`src/rtl/alu_seq.sv`:
```
// Multi-cycle ALU: single-cycle ADD/SUB/logic, iterative shift-add MUL and restoring DIV.
// Optional zero/neg/ovf flag outputs are built when ALU_SEQ_FLAGS_EN is defined.
module alu_seq #(
    parameter int WIDTH = 16
) (
    input  logic             clk,
    input  logic             reset,
    input  logic             start,
    input  logic [1:0]       aluop,
    input  logic [3:0]       funct,
    input  logic [WIDTH-1:0] a,
    input  logic [WIDTH-1:0] b,
    output logic             busy,
    output logic             done,
    output logic [WIDTH-1:0] result,
    output logic [WIDTH-1:0] hi,
    output logic             illegal,
`ifdef ALU_SEQ_FLAGS_EN
    output logic             zero,
    output logic             neg,
    output logic             ovf,
`endif
    output logic             div0
);
    localparam int CW = $clog2(WIDTH);

    typedef enum logic [1:0] {S_IDLE, S_MUL, S_DIV, S_DONE} state_t;
    typedef enum logic [3:0] {OP_ADD, OP_SUB, OP_MUL, OP_DIV, OP_AND, OP_OR,
                              OP_XOR, OP_XNOR, OP_ILL} op_t;

    state_t           state_q, state_d;
    logic [CW-1:0]    cnt_q, cnt_d;
    logic [WIDTH-1:0] opnd_q, opnd_d;
    logic [WIDTH-1:0] acc_q, acc_d;
    logic [WIDTH-1:0] lo_q, lo_d;
    logic [WIDTH-1:0] result_q, result_d;
    logic [WIDTH-1:0] hi_q, hi_d;
    logic             illegal_q, illegal_d;
    logic             div0_q, div0_d;
    logic             done_q, done_d;

    op_t              op;
    logic             accept;
    logic             last_step;
    logic [WIDTH-1:0] add_res, sub_res;
    logic [WIDTH:0]   mul_sum;
    logic [WIDTH:0]   div_rem, div_diff;
    logic             div_ge;

    assign accept    = start && (state_q == S_IDLE || state_q == S_DONE);
    assign last_step = (cnt_q == CW'(WIDTH - 1));
    assign add_res   = a + b;
    assign sub_res   = a - b;

    always_comb begin
        op = OP_ILL;
        if (!aluop[1])
            op = aluop[0] ? OP_SUB : OP_ADD;
        else if (!funct[3])
            op = op_t'({1'b0, funct[2:0]});
    end

    always_comb begin
        state_d   = state_q;
        cnt_d     = cnt_q;
        opnd_d    = opnd_q;
        acc_d     = acc_q;
        lo_d      = lo_q;
        result_d  = result_q;
        hi_d      = hi_q;
        illegal_d = illegal_q;
        div0_d    = div0_q;
        done_d    = 1'b0;
        mul_sum   = {1'b0, acc_q} + (lo_q[0] ? {1'b0, opnd_q} : '0);
        div_rem   = {acc_q, lo_q[WIDTH-1]};
        div_diff  = div_rem - {1'b0, opnd_q};
        div_ge    = (div_rem >= {1'b0, opnd_q});

        case (state_q)
            S_MUL, S_DIV: begin
                // MUL shifts the partial product right; DIV shifts the dividend left into the remainder
                if (state_q == S_MUL) begin
                    {acc_d, lo_d} = {mul_sum, lo_q[WIDTH-1:1]};
                end else begin
                    acc_d = div_ge ? div_diff[WIDTH-1:0] : div_rem[WIDTH-1:0];
                    lo_d  = {lo_q[WIDTH-2:0], div_ge};
                end
                cnt_d = cnt_q + 1'b1;
                if (last_step) begin
                    result_d  = lo_d;
                    hi_d      = acc_d;
                    illegal_d = 1'b0;
                    div0_d    = 1'b0;
                    done_d    = 1'b1;
                    state_d   = S_DONE;
                end
            end
            default: begin
                if (state_q == S_DONE)
                    state_d = S_IDLE;
                if (accept) begin
                    illegal_d = 1'b0;
                    div0_d    = 1'b0;
                    hi_d      = '0;
                    done_d    = 1'b1;
                    state_d   = S_DONE;
                    case (op)
                        OP_ADD:  result_d = add_res;
                        OP_SUB:  result_d = sub_res;
                        OP_AND:  result_d = a & b;
                        OP_OR:   result_d = a | b;
                        OP_XOR:  result_d = a ^ b;
                        OP_XNOR: result_d = ~(a ^ b);
                        OP_MUL: begin
                            done_d  = 1'b0;
                            state_d = S_MUL;
                            opnd_d  = a;
                            lo_d    = b;
                            acc_d   = '0;
                            cnt_d   = '0;
                        end
                        OP_DIV: begin
                            if (b == '0) begin
                                result_d = '1;
                                hi_d     = a;
                                div0_d   = 1'b1;
                            end else begin
                                done_d  = 1'b0;
                                state_d = S_DIV;
                                opnd_d  = b;
                                lo_d    = a;
                                acc_d   = '0;
                                cnt_d   = '0;
                            end
                        end
                        default: begin
                            result_d  = '0;
                            illegal_d = 1'b1;
                        end
                    endcase
                end
            end
        endcase
    end

    always_ff @(posedge clk or posedge reset) begin
        if (reset) begin
            state_q   <= S_IDLE;
            cnt_q     <= '0;
            opnd_q    <= '0;
            acc_q     <= '0;
            lo_q      <= '0;
            result_q  <= '0;
            hi_q      <= '0;
            illegal_q <= 1'b0;
            div0_q    <= 1'b0;
            done_q    <= 1'b0;
        end else begin
            state_q   <= state_d;
            cnt_q     <= cnt_d;
            opnd_q    <= opnd_d;
            acc_q     <= acc_d;
            lo_q      <= lo_d;
            result_q  <= result_d;
            hi_q      <= hi_d;
            illegal_q <= illegal_d;
            div0_q    <= div0_d;
            done_q    <= done_d;
        end
    end

`ifdef ALU_SEQ_FLAGS_EN
    logic zero_q, zero_d;
    logic neg_q, neg_d;
    logic ovf_q, ovf_d;
    logic ovf_add, ovf_sub;

    assign ovf_add = (a[WIDTH-1] == b[WIDTH-1]) && (add_res[WIDTH-1] != a[WIDTH-1]);
    assign ovf_sub = (a[WIDTH-1] != b[WIDTH-1]) && (sub_res[WIDTH-1] != a[WIDTH-1]);

    always_comb begin
        zero_d = zero_q;
        neg_d  = neg_q;
        ovf_d  = ovf_q;
        if (done_d) begin
            zero_d = (result_d == '0);
            neg_d  = result_d[WIDTH-1];
            ovf_d  = accept && ((op == OP_ADD && ovf_add) || (op == OP_SUB && ovf_sub));
        end
    end

    always_ff @(posedge clk or posedge reset) begin
        if (reset) begin
            zero_q <= 1'b0;
            neg_q  <= 1'b0;
            ovf_q  <= 1'b0;
        end else begin
            zero_q <= zero_d;
            neg_q  <= neg_d;
            ovf_q  <= ovf_d;
        end
    end

    assign zero = zero_q;
    assign neg  = neg_q;
    assign ovf  = ovf_q;
`endif

    assign busy    = (state_q == S_MUL) || (state_q == S_DIV);
    assign done    = done_q;
    assign result  = result_q;
    assign hi      = hi_q;
    assign illegal = illegal_q;
    assign div0    = div0_q;
endmodule

```
`config.mk`:
```
export PLATFORM = sky130hd
export DESIGN_NAME = alu_seq
export DESIGN_NICKNAME = d
export VERILOG_FILES = /design/src/rtl/alu_seq.sv
export SDC_FILE = /design/constraint.sdc
export NUM_CORES = 1
export LEC_CHECK = 0
export CORE_ASPECT_RATIO = 0.5
export CORE_UTILIZATION = 55
export CTS_BUF_LIST = sky130_fd_sc_hd__clkbuf_4 sky130_fd_sc_hd__clkbuf_8 sky130_fd_sc_hd__clkbuf_16
export DETAILED_ROUTE_END_ITERATION = 10
export GPL_ROUTABILITY_DRIVEN = 0
export HOLD_SLACK_MARGIN = 0.05
export PLACE_DENSITY = 0.77
export SLEW_MARGIN = 5
export SYNTH_ARGS = -nofsm -noshare
export SYNTH_HDL_FRONTEND = slang
export SYNTH_SLANG_ARGS = --single-unit
```
`constraint.sdc`:
```
create_clock -name clk -period 3.3 [get_ports clk]
set_input_delay 0.33 -clock clk [delete_from_list [all_inputs] [get_ports clk]]
set_output_delay 0.33 -clock clk [all_outputs]
set_load 0.005 [all_outputs]
```
After elaboration in Yosys (flattened, before gate mapping)
Cells that the tools add are included.
Widths: inputs -> output; s select.
{"block": "word_totals", "register_bits": 89, "output_inout_bits": 36, "elab_cells": 103, "input_bits": 41}
{"block": "classes", "n_reduce_logical": 17, "n_mux": 49, "n_addsub": 5, "order_cmp": 1, "bitwise": 5, "eq_ne": 16}
{"op": "$mux 16", "count": 20}
{"op": "$pmux 16 s8", "count": 1}
{"op": "$pmux 16 s2", "count": 3}
{"op": "$sub 16x16->16", "count": 2}
{"op": "$mux 4", "count": 5}
{"op": "$add 16x16->17", "count": 1}
{"op": "$ge 17x16->1", "count": 1}
{"op": "$add 16x16->16", "count": 1}
{"op": "$and 16x16->16", "count": 1}
{"op": "$eq 4x3->1 const B", "count": 4}
{"op": "$logic_not 16->1", "count": 1}
{"op": "$not 16->16", "count": 1}
{"op": "$or 16x16->16", "count": 1}
{"op": "$xor 16x16->16", "count": 1}
{"op": "$mux 1", "count": 13}
{"op": "$eq 4x2->1 const B", "count": 2}
{"op": "$mux 2", "count": 4}
{"op": "$pmux 4 s2", "count": 1}
{"op": "$reduce_and 4->1", "count": 2}
{"op": "$reduce_or 8->1", "count": 1}
{"op": "$ne 2x2->1 const B", "count": 3}
{"op": "$ne 3x2->1 const B", "count": 2}
{"op": "$reduce_bool 3->1", "count": 2}
{"op": "$add 4x1->4 const B", "count": 1}
{"op": "15 further kinds", "count": 19}

Longest topological paths before layout
{"block": "depth", "word_depth": 7, "mapped_depth": 15, "depth_no_buf": 15}

Least setup slack after synthesis
No wires, ideal clock.
{"block": "synth_path", "path_kind": "input to register", "start": "input funct[2]", "end": "register result_q[13], in the netlist result[13]", "cell_stages": 14, "path_buffers": 2, "arrival_time_ps": 3293, "t_required_ps": 3164, "setup_slack_ps": -129, "setup_ps": 136, "path_cell_list": "clkbuf_1 o31ai_1 o21ai_1 clkbuf_1 a21oi_1 ha_1 nor2b_1 o31a_1 nor4_2 o31ai_1 o41ai_2 xnor2_1 a2111oi_0 nor3_1"}
{"block": "synth_via", "elab_chain_cells": 6, "elab_cells_between_ends": 16, "classes_between": "eq/ne (9); mux (5); reduce/logical (2)"}
{"item": "from (decl)", "line_no": "10", "rtl": "input logic [3:0] funct,"}
{"item": "$mux 4 (*)", "line_no": "59", "rtl": "else if (!funct[3])"}
{"item": "$mux 4 (*)", "line_no": "57", "rtl": "if (!aluop[1])"}
{"item": "$eq 4x2->1, or another cell as far along", "line_no": "107", "rtl": "case (op)"}
{"item": "$pmux 16 s8", "line_no": "107"}
{"item": "$mux 16", "line_no": "101", "rtl": "if (accept) begin"}
{"item": "$mux 16", "line_no": "79", "rtl": "case (state_q)"}
{"item": "to (signal assigned)", "line_no": "164", "rtl": "result_q <= result_d;"}
{"item": "to (decl)", "line_no": "36", "rtl": "logic [WIDTH-1:0] result_q, result_d;"}
Mark *: on every way between the ends. The rest lies on a longest branch, timed or not. The select of a mux whose other input is x is not followed.
A chain may end at the register's enable or synchronous reset.

Final worst setup path
{"block": "layout_path", "start": "input b[0]", "end": "register result_q[14], in the netlist result[14]"}
{"block": "layout_via", "elab_chain_cells": 4, "elab_cells_between_ends": 8, "classes_between": "add/sub (2); eq/ne (1); mux (3); reduce/logical (2)"}
{"item": "from (decl)", "line_no": "12", "rtl": "input logic [WIDTH-1:0] b,"}
{"item": "$sub 16x16->16 / $add 16x16->16 (equally long branches)", "line_no": "53, 52"}
{"item": "$pmux 16 s8", "line_no": "107"}
{"item": "$mux 16", "line_no": "101"}
{"item": "$mux 16", "line_no": "79"}
Parallel ways exist; a longest one is shown, timed or not. The select of a mux whose other input is x is not followed.

==> flow_summary_export.csv <==
group,metric,value,unit
clocking,cts_tree,"yes",
sta,hold_viol_final,0,
hold_path,worstHoldPathType,"input port to async pin",
setup_path,setup.worst_path.end_class,"register",
synthesis,synth_area,8420,um^2
grt,grt_usage,35.3,%
synthesis,ys.flop_type,"dfrtp_1",
grt,grt_max_degree,56,
die,core,14700,um^2
grt,grt_first_pass_wirelength,43.2,mm
placement,placed_area,9950,um^2
setup_path,worstSetupEndpoint,"result[14]$_DFFE_PP0P_",
clocking,cts_sinks,89,
synthesis,synth_edf_count,0,
sta,min_period_over_period,99.2,%
synthesis,syn_area_per_cell,8.07,um^2
detailed_routing,drc_errors,0,
synthesis,syn_nets,1170,
clocking,hold_buffers,0,
sta,skew,0.00877,ns
setup_path,crit_type,"input port to register",
run_status,status,"complete, no violations",
cells_and_area,fin_cells,1387,
setup_path,r2r-start,"opnd_q[0]$_DFFE_PP0P_",
die,die_x,177,um
setup_path,required,3.56,ns
synthesis,syn_inst,1043,
detailed_routing,num_vias,8844,
job,drv_cap,0,
sta,finalSetupViolations,0,
setup_path,arrival,3.53,ns
synthesis,synth_top_cell_by_area,"dfrtp_1",
clocking,htree_levels,3,
setup_path,rr_worst_depth,12,
grt,use_met3,6.68,%
sta,rsz0062_at_grt,"true",
setup_path,startpoint_type,"input port",
sta,relSlewSlack,40.9,%
synthesis,yosys.cell_types.count,72,
placement,dpl.cell_count,1358,
cells_and_area,stdcell_area,10500,um^2
synthesis,synth_seq_cells,89,
die,die_h,89.5,um
detailed_routing,ant_nets,0,
cells_and_area,fin_nets,1311,
grt,antenna_found_initial,1,
grt,met2_usage,55.9,%
power_and_ir_drop,power_density,1040,nW/um^2
grt,top_usage_layer,"met2",
placement,dp_hpwl,20.5,mm
clocking,clkTransAtPathRegs,0.07,ns
detailed_routing,viasPerCell,6.38,
sta,period_minus_slack,3.27,ns
sta,fmax,0.305,GHz
clocking,cts-root-buf,"clkbuf_16",
grt,grt.overflow.total,0,
placement,numPortBuffers,76,
sta,slew_violations,0,
die,initial_core_util,57.3,%
die,die-area,15800,um^2
clocking,insertion_delay,0.35,ns
grt,grt_pass1_vias,8293,
power_and_ir_drop,leakage,4.84,nW
detailed_routing,wl_per_cell,20.0,um
synthesis,synthArstFlopShare,100,%
setup_path,cp-startpoint,"b[0]",
sta,worst_pin_slew,0.886,ns
synthesis,synth_top_area_share,26.5,%
clocking,numCtsBuffers,9,
power_and_ir_drop,vdd_drop_max,0.515,mV
sta,hold-worst-slack,0.397,ns
setup_path,ff2ff_setup_slack,0.23,ns
setup_path,path_max_fanout,4,
detailed_routing,first_iter_violations,920,
synthesis,ys_seq_area_share,26.5,%
synthesis,synth_area_leaders,"dfrtp_1 26%, ha_1 12%, nand2_1 5.8%, o21ai_0 3.7%, nor2_1 3.3%",
setup_path,rr_endpoint,"hi[13]$_DFFE_PP0P_",
die,rows,31,
cells_and_area,drive_gt1_share,14.0,%
detailed_routing,routed_wirelength,27.8,mm
cells_and_area,area_delta_synth_final,24.4,%
grt,grt_use_met1,49.6,%
detailed_routing,drt-pass1-iter-count,5,
clocking,cts.path.max_buffers,2,
synthesis,synth_warnings,0,
die,ios,77,
cells_and_area,antenna_cells,0,
[area by class of cell]
class	count	area, um^2
clock inverter	7	60.1
sequential	89	2230
fill	1152	4230
clock buffer	9	225
tap	198	248
multi-input combinational	831	5820
timing repair buffer	187	1640
inverter	66	249
[how the worst min path moves through the flow]
stage	slack, ns	start	endpoint	depth (start not counted)
6_report	0.40	reset	lo_q[2]$_DFFE_PP0P_	2
5_1_grt	0.47	reset	lo_q[3]$_DFFE_PP0P_	2
4_1_cts	0.42	reset	result[7]$_DFFE_PP0P_	2
3_5_place_dp	0.47	result[2]$_DFFE_PP0P_	result[2]$_DFFE_PP0P_	2
3_3_place_gp	0.46	div0$_DFFE_PP0P_	div0$_DFFE_PP0P_	1
2_1_floorplan	0.46	a[12]	hi[12]$_DFFE_PP0P_	2
[cells by family (layout without fill, tap and decap cells)]
kind of cell,Yosys count,in the layout,share of synthesized area (%)
AOI/OAI and AO/OA,343,343,27.8
xor gates and xnor gates,50,50,5.20
adders and majority gates,86,86,13.0
buffers and inverters,123,269,6.18
DFF,89,89,26.5
muxes,23,23,2.85
and+or+nand+nor,329,329,18.5
[metrics by stage]
stage               power [W]  setup TNS (ns)  worst slack, ns  utilization, %
finish                 0.0108               0           0.0253            71.2
global route           0.0117          -0.230           -0.102            71.2
CTS                    0.0105               0           0.0335            70.4
detailed placement    0.00937           -4.06           -0.658            67.7
global placement      0.00911           -3.01           -0.503            67.7
floorplan             0.00709               0           0.0260               -
[layer usage]
layer | up-vias | part of all wire (%) | wire length (um)
met5 | - | 0.047 | 13
met4 | 2 | 1.7 | 466
met3 | 49 | 11 | 3050
met2 | 495 | 45 | 12400
met1 | 4202 | 43 | 11800
li1 | 4096 | - | -
[cells in the final DEF, fill, tap and decap left out, types with 10 or more instances in the layout]
cell type / instances
a22oi_1: 16
clkdlybuf4s50_1: 68
a21oi_1: 44
a31oi_1: 27
nor2_1: 75
ha_1: 83
nand2_1: 127
a221o_1: 10
nand3_1: 14
xor2_1: 19
mux2i_1: 15
o21ai_1: 30
inv_1: 63
a221oi_1: 11
nor2b_1: 10
o221ai_1: 11
o31ai_1: 17
a21o_1: 27
dfrtp_1: 89
o21ai_0: 61
xnor2_1: 30
a211oi_1: 18
nor3_1: 19
and2_1: 26
buf_4: 104
[synthesized netlist by cell type, types with 9 or more instances]
master	count
nand2_1	129
dfrtp_1	89
ha_1	83
nor2_1	75
inv_1	64
o21ai_0	63
a21oi_1	47
clkbuf_1	36
xnor2_1	31
o21ai_1	30
a21o_1	27
a31oi_1	27
and2_1	26
nor3_1	20
o31ai_1	20
xor2_1	19
a211oi_1	18
a22oi_1	16
mux2i_1	15
nand3_1	14
a221oi_1	11
o221ai_1	11
a221o_1	10
and3_1	10
buf_2	10
nor2b_1	10
a311oi_1	9
[sequential cells by signal (all words and copies together), names as in the netlist]
| signal | cells |
|---|---|
| cnt_q | 4 |
| illegal | 1 |
| result | 16 |
| state_q | 2 |
| opnd_q | 16 |
| div0 | 1 |
| hi | 16 |
| acc_q | 16 |
| done | 1 |
| lo_q | 16 |
[what timing repair did]
| item | 4_1_cts | 5_1_grt |
|---|---|---|
| buffers inserted | 5 | 8 |
| cloned | 0 | 0 |
| endpoints found under the setup margin | 7 | 12 |
| gates resized for setup | 27 | 12 |
| pin swaps | 10 | 16 |
[worst max-delay path, stage by stage]
cell	delay, ns
dlygate4sd2_1	0.25
buf_6	0.13
nor4_4	0.30
buf_4	0.19
nand2_4	0.07
buf_6	0.13
nand2_2	0.07
xnor2_2	0.11
ha_1	0.28
buf_6	0.14
a21o_1	0.16
a21o_1	0.17
a21o_1	0.22
o41ai_4	0.35
buf_4	0.16
buf_4	0.10
a311o_1	0.10
a31oi_1	0.08
o31ai_1	0.19
[power breakdown]
group	switching (W)	leakage [nW]	internal [W]
clock network	0.000488	0.131	0.000525
registers	0.000432	1.11	0.00162
logic	0.00447	3.60	0.00331
total	0.00539	4.84	0.00546
Power figures use the tool's default switching activity.
